--- src/rtl/car_collision.sv ---
// Frog/car collision check, one lane per cycle after each frame tick.
// Optional COLLISION_LANE_ID_EN adds hit_lane (index of the last hit).
module car_collision #(
  parameter int CAR_W       = 32,
  parameter int FROG_W      = 32,
  parameter int LANE_Y_BASE = 64,
  parameter int LANE_PITCH  = 32,
  parameter int LIVES       = 3,
  parameter int COOLDOWN    = 60
) (
  input  logic       CLK,
  input  logic       RST,
  input  logic       frame_tick,
  input  logic [9:0] frog_x,
  input  logic [9:0] frog_y,
  input  logic [9:0] car_x1,
  input  logic [9:0] car_x2,
  input  logic [9:0] car_x3,
  input  logic [9:0] car_x4,
  input  logic [9:0] car_x5,
  input  logic [9:0] car_x6,
  output logic       hit,
  output logic [1:0] lives,
  output logic       game_over,
  output logic       busy
`ifdef COLLISION_LANE_ID_EN
  ,
  output logic [2:0] hit_lane
`endif
);

  typedef enum logic [2:0] {
    IDLE,
    SCAN,
    HIT,
    COOLDOWN_ST,
    OVER
  } state_t;

  state_t      state;
  state_t      state_n;
  logic [2:0]  idx;
  logic [9:0]  fx_q;
  logic [9:0]  fy_q;
  logic [9:0]  car_q [6];
  logic [1:0]  lives_q;
  logic [7:0]  cnt;

  logic [9:0]  car_sel;
  logic [9:0]  d_fc;
  logic [9:0]  d_cf;
  logic [11:0] lane_lo;
  logic [11:0] lane_hi;
  logic [11:0] fy_w;
  logic        vert;
  logic        horiz;
  logic        match;

  // Select the snapshotted car for the lane under test
  always_comb begin
    car_sel = car_q[0];
    case (idx)
      3'd0:    car_sel = car_q[0];
      3'd1:    car_sel = car_q[1];
      3'd2:    car_sel = car_q[2];
      3'd3:    car_sel = car_q[3];
      3'd4:    car_sel = car_q[4];
      3'd5:    car_sel = car_q[5];
      default: car_sel = car_q[0];
    endcase
  end

  // Overlap test for the current lane; x distances wrap mod 1024
  always_comb begin
    lane_lo = 12'(LANE_Y_BASE) + 12'(idx) * 12'(LANE_PITCH);
    lane_hi = lane_lo + 12'(LANE_PITCH - 1);
    fy_w    = {2'b00, fy_q};
    vert    = (fy_w >= lane_lo) && (fy_w <= lane_hi);
    d_fc    = fx_q - car_sel;
    d_cf    = car_sel - fx_q;
    horiz   = ({1'b0, d_fc} < 11'(CAR_W)) ||
              ({1'b0, d_cf} < 11'(FROG_W));
    match   = vert && horiz;
  end

  // State register
  always_ff @(posedge CLK or posedge RST) begin
    if (RST) state <= IDLE;
    else     state <= state_n;
  end

  // Next-state logic
  always_comb begin
    state_n = state;
    case (state)
      IDLE:
        if (frame_tick) state_n = SCAN;
      SCAN:
        if (match)            state_n = HIT;
        else if (idx == 3'd5) state_n = IDLE;
      HIT:
        if (lives_q <= 2'd1) state_n = OVER;
        else                 state_n = COOLDOWN_ST;
      COOLDOWN_ST:
        if (frame_tick && cnt <= 8'd1) state_n = IDLE;
      OVER:
        state_n = OVER;
      default:
        state_n = IDLE;
    endcase
  end

  // Snapshot, lane index, lives and cooldown bookkeeping
  always_ff @(posedge CLK or posedge RST) begin
    if (RST) begin
      idx     <= 3'd0;
      fx_q    <= 10'd0;
      fy_q    <= 10'd0;
      for (int i = 0; i < 6; i++) car_q[i] <= 10'd0;
      lives_q <= 2'(LIVES);
      cnt     <= 8'd0;
    end else begin
      if (state == IDLE && frame_tick) begin
        idx      <= 3'd0;
        fx_q     <= frog_x;
        fy_q     <= frog_y;
        car_q[0] <= car_x1;
        car_q[1] <= car_x2;
        car_q[2] <= car_x3;
        car_q[3] <= car_x4;
        car_q[4] <= car_x5;
        car_q[5] <= car_x6;
      end else if (state == SCAN) begin
        idx <= idx + 3'd1;
      end
      if (state == HIT) begin
        if (lives_q != 2'd0) lives_q <= lives_q - 2'd1;
        if (lives_q > 2'd1)  cnt <= 8'(COOLDOWN);
      end else if (state == COOLDOWN_ST && frame_tick && cnt != 8'd0) begin
        cnt <= cnt - 8'd1;
      end
    end
  end

`ifdef COLLISION_LANE_ID_EN
  // Remember which lane produced the last hit; 7 means none yet
  always_ff @(posedge CLK or posedge RST) begin
    if (RST)                      hit_lane <= 3'd7;
    else if (state == SCAN && match) hit_lane <= idx;
  end
`endif

  // OVER reads as idle-not-busy so downstream stages do not stall on it
  assign hit       = (state == HIT);
  assign lives     = lives_q;
  assign game_over = (state == OVER);
  assign busy      = (state != IDLE) && (state != OVER);

endmodule

--- config.mk ---
export PLATFORM = sky130hd
export DESIGN_NAME = car_collision
export DESIGN_NICKNAME = d
export VERILOG_FILES = /design/src/rtl/car_collision.sv
export SDC_FILE = /design/constraint.sdc
export NUM_CORES = 1
export LEC_CHECK = 0
export CELL_PAD_IN_SITES_DETAIL_PLACEMENT = 1
export CELL_PAD_IN_SITES_GLOBAL_PLACEMENT = 1
export CORE_UTILIZATION = 30
export CTS_BUF_LIST = sky130_fd_sc_hd__clkbuf_8
export CTS_CLUSTER_DIAMETER = 30
export DETAILED_ROUTE_END_ITERATION = 8
export GPL_ROUTABILITY_DRIVEN = 0
export PLACE_DENSITY = 0.68
export REMOVE_ABC_BUFFERS = 1
export SYNTH_ARGS = -nofsm -noshare
export SYNTH_HDL_FRONTEND = slang
export SYNTH_SLANG_ARGS = --single-unit
--- constraint.sdc ---
create_clock -name CLK -period 10.3 [get_ports CLK]
set_input_delay 1.545 -clock CLK [delete_from_list [all_inputs] [get_ports CLK]]
set_output_delay 1.545 -clock CLK [all_outputs]
set_load 0.005 [all_outputs]
==> impl_metrics.tcl <==
set metrics [dict create \
    vias_per_cell 5.17 \
    cts_sinks 96 \
    synth_top_cell_area_share_pct 43.5 \
    synthAdderAreaFrac_pct 7.17 \
    synth.area.mux_share_pct 16.5 \
    grt_pass1_vias 4603 \
    synth_warnings 0 \
    clock_latency_ps 380 \
    numCtsBuffers 9 \
    route.detailed.drc 0 \
    diodes 0 \
    layout_min_cycle_time_ps 4770 \
    clk_pin_slew_ps 90 \
    wl_per_cell_um 17.7 \
    die_area_um2 18600 \
    drive_gt1_share_pct 16.2 \
    routed_wl_mm 14.4 \
    worst_slew_pin_slew_ps 1100 \
    synth-seq-cells 96 \
    synthesis.area_um2 5410 \
    p_leak_nw 2.79 \
    startpoint_type "flip-flop" \
    relSlewSlack_pct 27.0 \
    synth_edf_count 0 \
    synthFlopType "dfrtp_1" \
    total_power_mw 2.48 \
    vias 4216 \
    path_delay_family "compound AO/OA/AOI/OAI gates" \
    hold_path_depth 1 \
    die_w_um 136 \
    tns_ps 0 \
    start_util_pct 30.9 \
    cts_resized 0 \
    clk_path_buf_depth 2 \
    end_kind "flip-flop" \
    vdd_drop_max_v 0.000133 \
    cts_tree "yes" \
    setup-violations-final 0 \
    yosysMostFrequentCell "dfrtp_1" \
    yosysSeqAreaShare_pct 44.5 \
    finClkSkew_ps 14.1 \
    die_y_um 136 \
    synthTopCellsByCount "dfrtp_1 (94), mux2_2 (69), inv_1 (42)" \
    hold_viol_final 0 \
    synth_compound_area_share_pct 16.1 \
    highest_layer "met4" \
    cts-root-buf "clkbuf_8" \
    critical_path_buf_inv_count 0 \
    crit_top_cell "ha_1" \
    ios 88 \
    status "completed" \
    yosys.cell_types.count 57 \
    htree_levels 3 \
    hold_path.class "flip-flop to flip-flop" \
    min_period_over_period_pct 46.3 \
    portBuffers 87 \
    crit_path_max_incr_delay_ps 600 \
    antenna_found_initial 0 \
    wl_met3_um 418 \
    wl_met1_mm 6.51 \
    grt_max_degree 95 \
    yosys.area.top_type "dfrtp_1" \
    worst-path-stages 15 \
    synth_top_family_by_area "multiplexers" \
    cp_max_fo 20 \
    syn_inst 510 \
    fmax_mhz 210 \
    final_max_slew_viol_count 0 \
    drtAntennaViolNets 0 \
    coreArea_um2 17500 \
    critPathKind "flip-flop to flip-flop" \
    r2r_cells 15 \
    synth-simple-area-share_pct 9.69 \
    drtIter0Drc 248 \
    synthArstFlopShare_pct 100 \
    syn2layout_area_growth_pct 23.2 \
    cp.arrival_ps 5020 \
    dp_hpwl_mm 10.8 \
    slowest_stage "nand2_1" \
    synth_xor_area_share_pct 1.30 \
    drv_cap 0 \
    worstPathRequired_ps 10540 \
    yosys-top-cells-area "dfrtp_1 (43%), mux2_2 (14%), ha_1 (7.2%), o21ai_0 (3.0%), inv_1 (2.9%)" \
    grt_setup_unrepaired "false" \
    syn_avg_cell_area_um2 10.6 \
    powerDensity_nw_per_um2 372 \
    cts_hold_buf 0 \
    drtPass1Iterations 4 \
    cp_cell_sequence "ha_1, ha_1, nor2_1, nand2_1, o211ai_1, o21a_1, ha_1, a21o_1, a21o_1, a211o_1, a21oi_1, o211a_1, o211ai_1, o311ai_1, o21ai_0" \
    rows 48 \
    wl_met2_mm 7.18 \
    overflow 0 \
    globalRouteTotalUtil_pct 16.4 \
    post_cts_buffers 0 \
    nets 702 \
    grt_pass1_wl_mm 23.5 \
]
## cell usage in the layout, fill, tap and decap left out, drive strengths merged, types with 3 or more instances in the layout
| master | synthesis | routed |
|---|---|---|
| xnor2 | 6 | 6 |
| o21a | 9 | 9 |
| mux2 | 69 | 69 |
| nand4 | 5 | 5 |
| o221ai | 4 | 4 |
| inv | 42 | 43 |
| o211ai | 13 | 13 |
| a222oi | 8 | 8 |
| nor3 | 7 | 7 |
| nor4 | 3 | 3 |
| a211oi | 3 | 3 |
| nand2 | 34 | 34 |
| clkdlybuf4s50 | 0 | 87 |
| a31oi | 4 | 4 |
| nor2 | 19 | 19 |
| clkbuf | 20 | 9 |
| nor2b | 6 | 6 |
| mux2i | 11 | 11 |
| dfrtp | 94 | 94 |
| nand2b | 3 | 3 |
| ha | 31 | 31 |
| a21oi | 19 | 19 |
| buf | 3 | 3 |
| and3 | 3 | 3 |
| o22ai | 3 | 3 |
| a21o | 11 | 11 |
| or2 | 3 | 3 |
| o21ai | 32 | 32 |
| nand3b | 3 | 3 |
| nand3 | 9 | 9 |
## metal layers
metal	up-vias	track usage, %
li1	1993	-
met4	0	7.28
met5	-	0
met1	2120	20.9
met2	86	27.9
met3	17	1.90
## path summary, 6_finish.rpt
check / slack (ps) / from / to
setup / recovery: 5530 / idx[1] / state[0]
hold / removal: 510 / car_q[47] / car_q[47]
setup reg to reg: 5530 / idx[1] / state[0]
hold reg to reg: 510 / car_q[47] / car_q[47]
max in group asynchronous: 7570 / RST / car_q[43]
min in group asynchronous: 1460 / RST / car_q[0]
## area by class of cell
cell class	instances	area (µm²)
fill	1917	10800
multi-input combinational	349	2750
sequential	96	2400
timing repair buffer	90	893
tap	225	282
inverter	42	159
clock buffer	9	124
clock inverter	5	52.6
## sequential cells by signal, indices dropped and copies added (netlist names)
name	flops
lives	2
car_q	60
fy_q	10
fx_q	10
idx	3
state	3
cnt	8
## metrics by stage
stage               worst slack [ps]  utilization, %  hold WS, ps  instance area [µm²]  instances
finish                          5530            38.1          511                 6670        816
global route                    5240            38.1          531                 6670        816
CTS                             5590            38.1          518                 6670        816
detailed placement              5610            37.1          497                 6490        802
global placement                5890            37.1          489                 6490        802
floorplan                       2150               -          480                 5310        487
## logic make-up (layout without fill, tap and decap cells)
| kind of cell | after synthesis | in the layout |
|---|---|---|
| mux | 80 | 80 |
| simple gates | 104 | 104 |
| buf+inv | 65 | 146 |
| compound gates | 126 | 126 |
| xor+xnor | 8 | 8 |
| flops | 96 | 96 |
| fa+ha+maj | 31 | 31 |
## report_power, final
part | leakage (nW) | switching, mW | internal, mW | total [mW]
Clock | 0.0898 | 0.132 | 0.108 | 0.240
Sequential | 1.13 | 0.114 | 0.549 | 0.664
Combinational | 1.57 | 0.890 | 0.686 | 1.58
No activity file was read; power rests on OpenSTA's default activity.
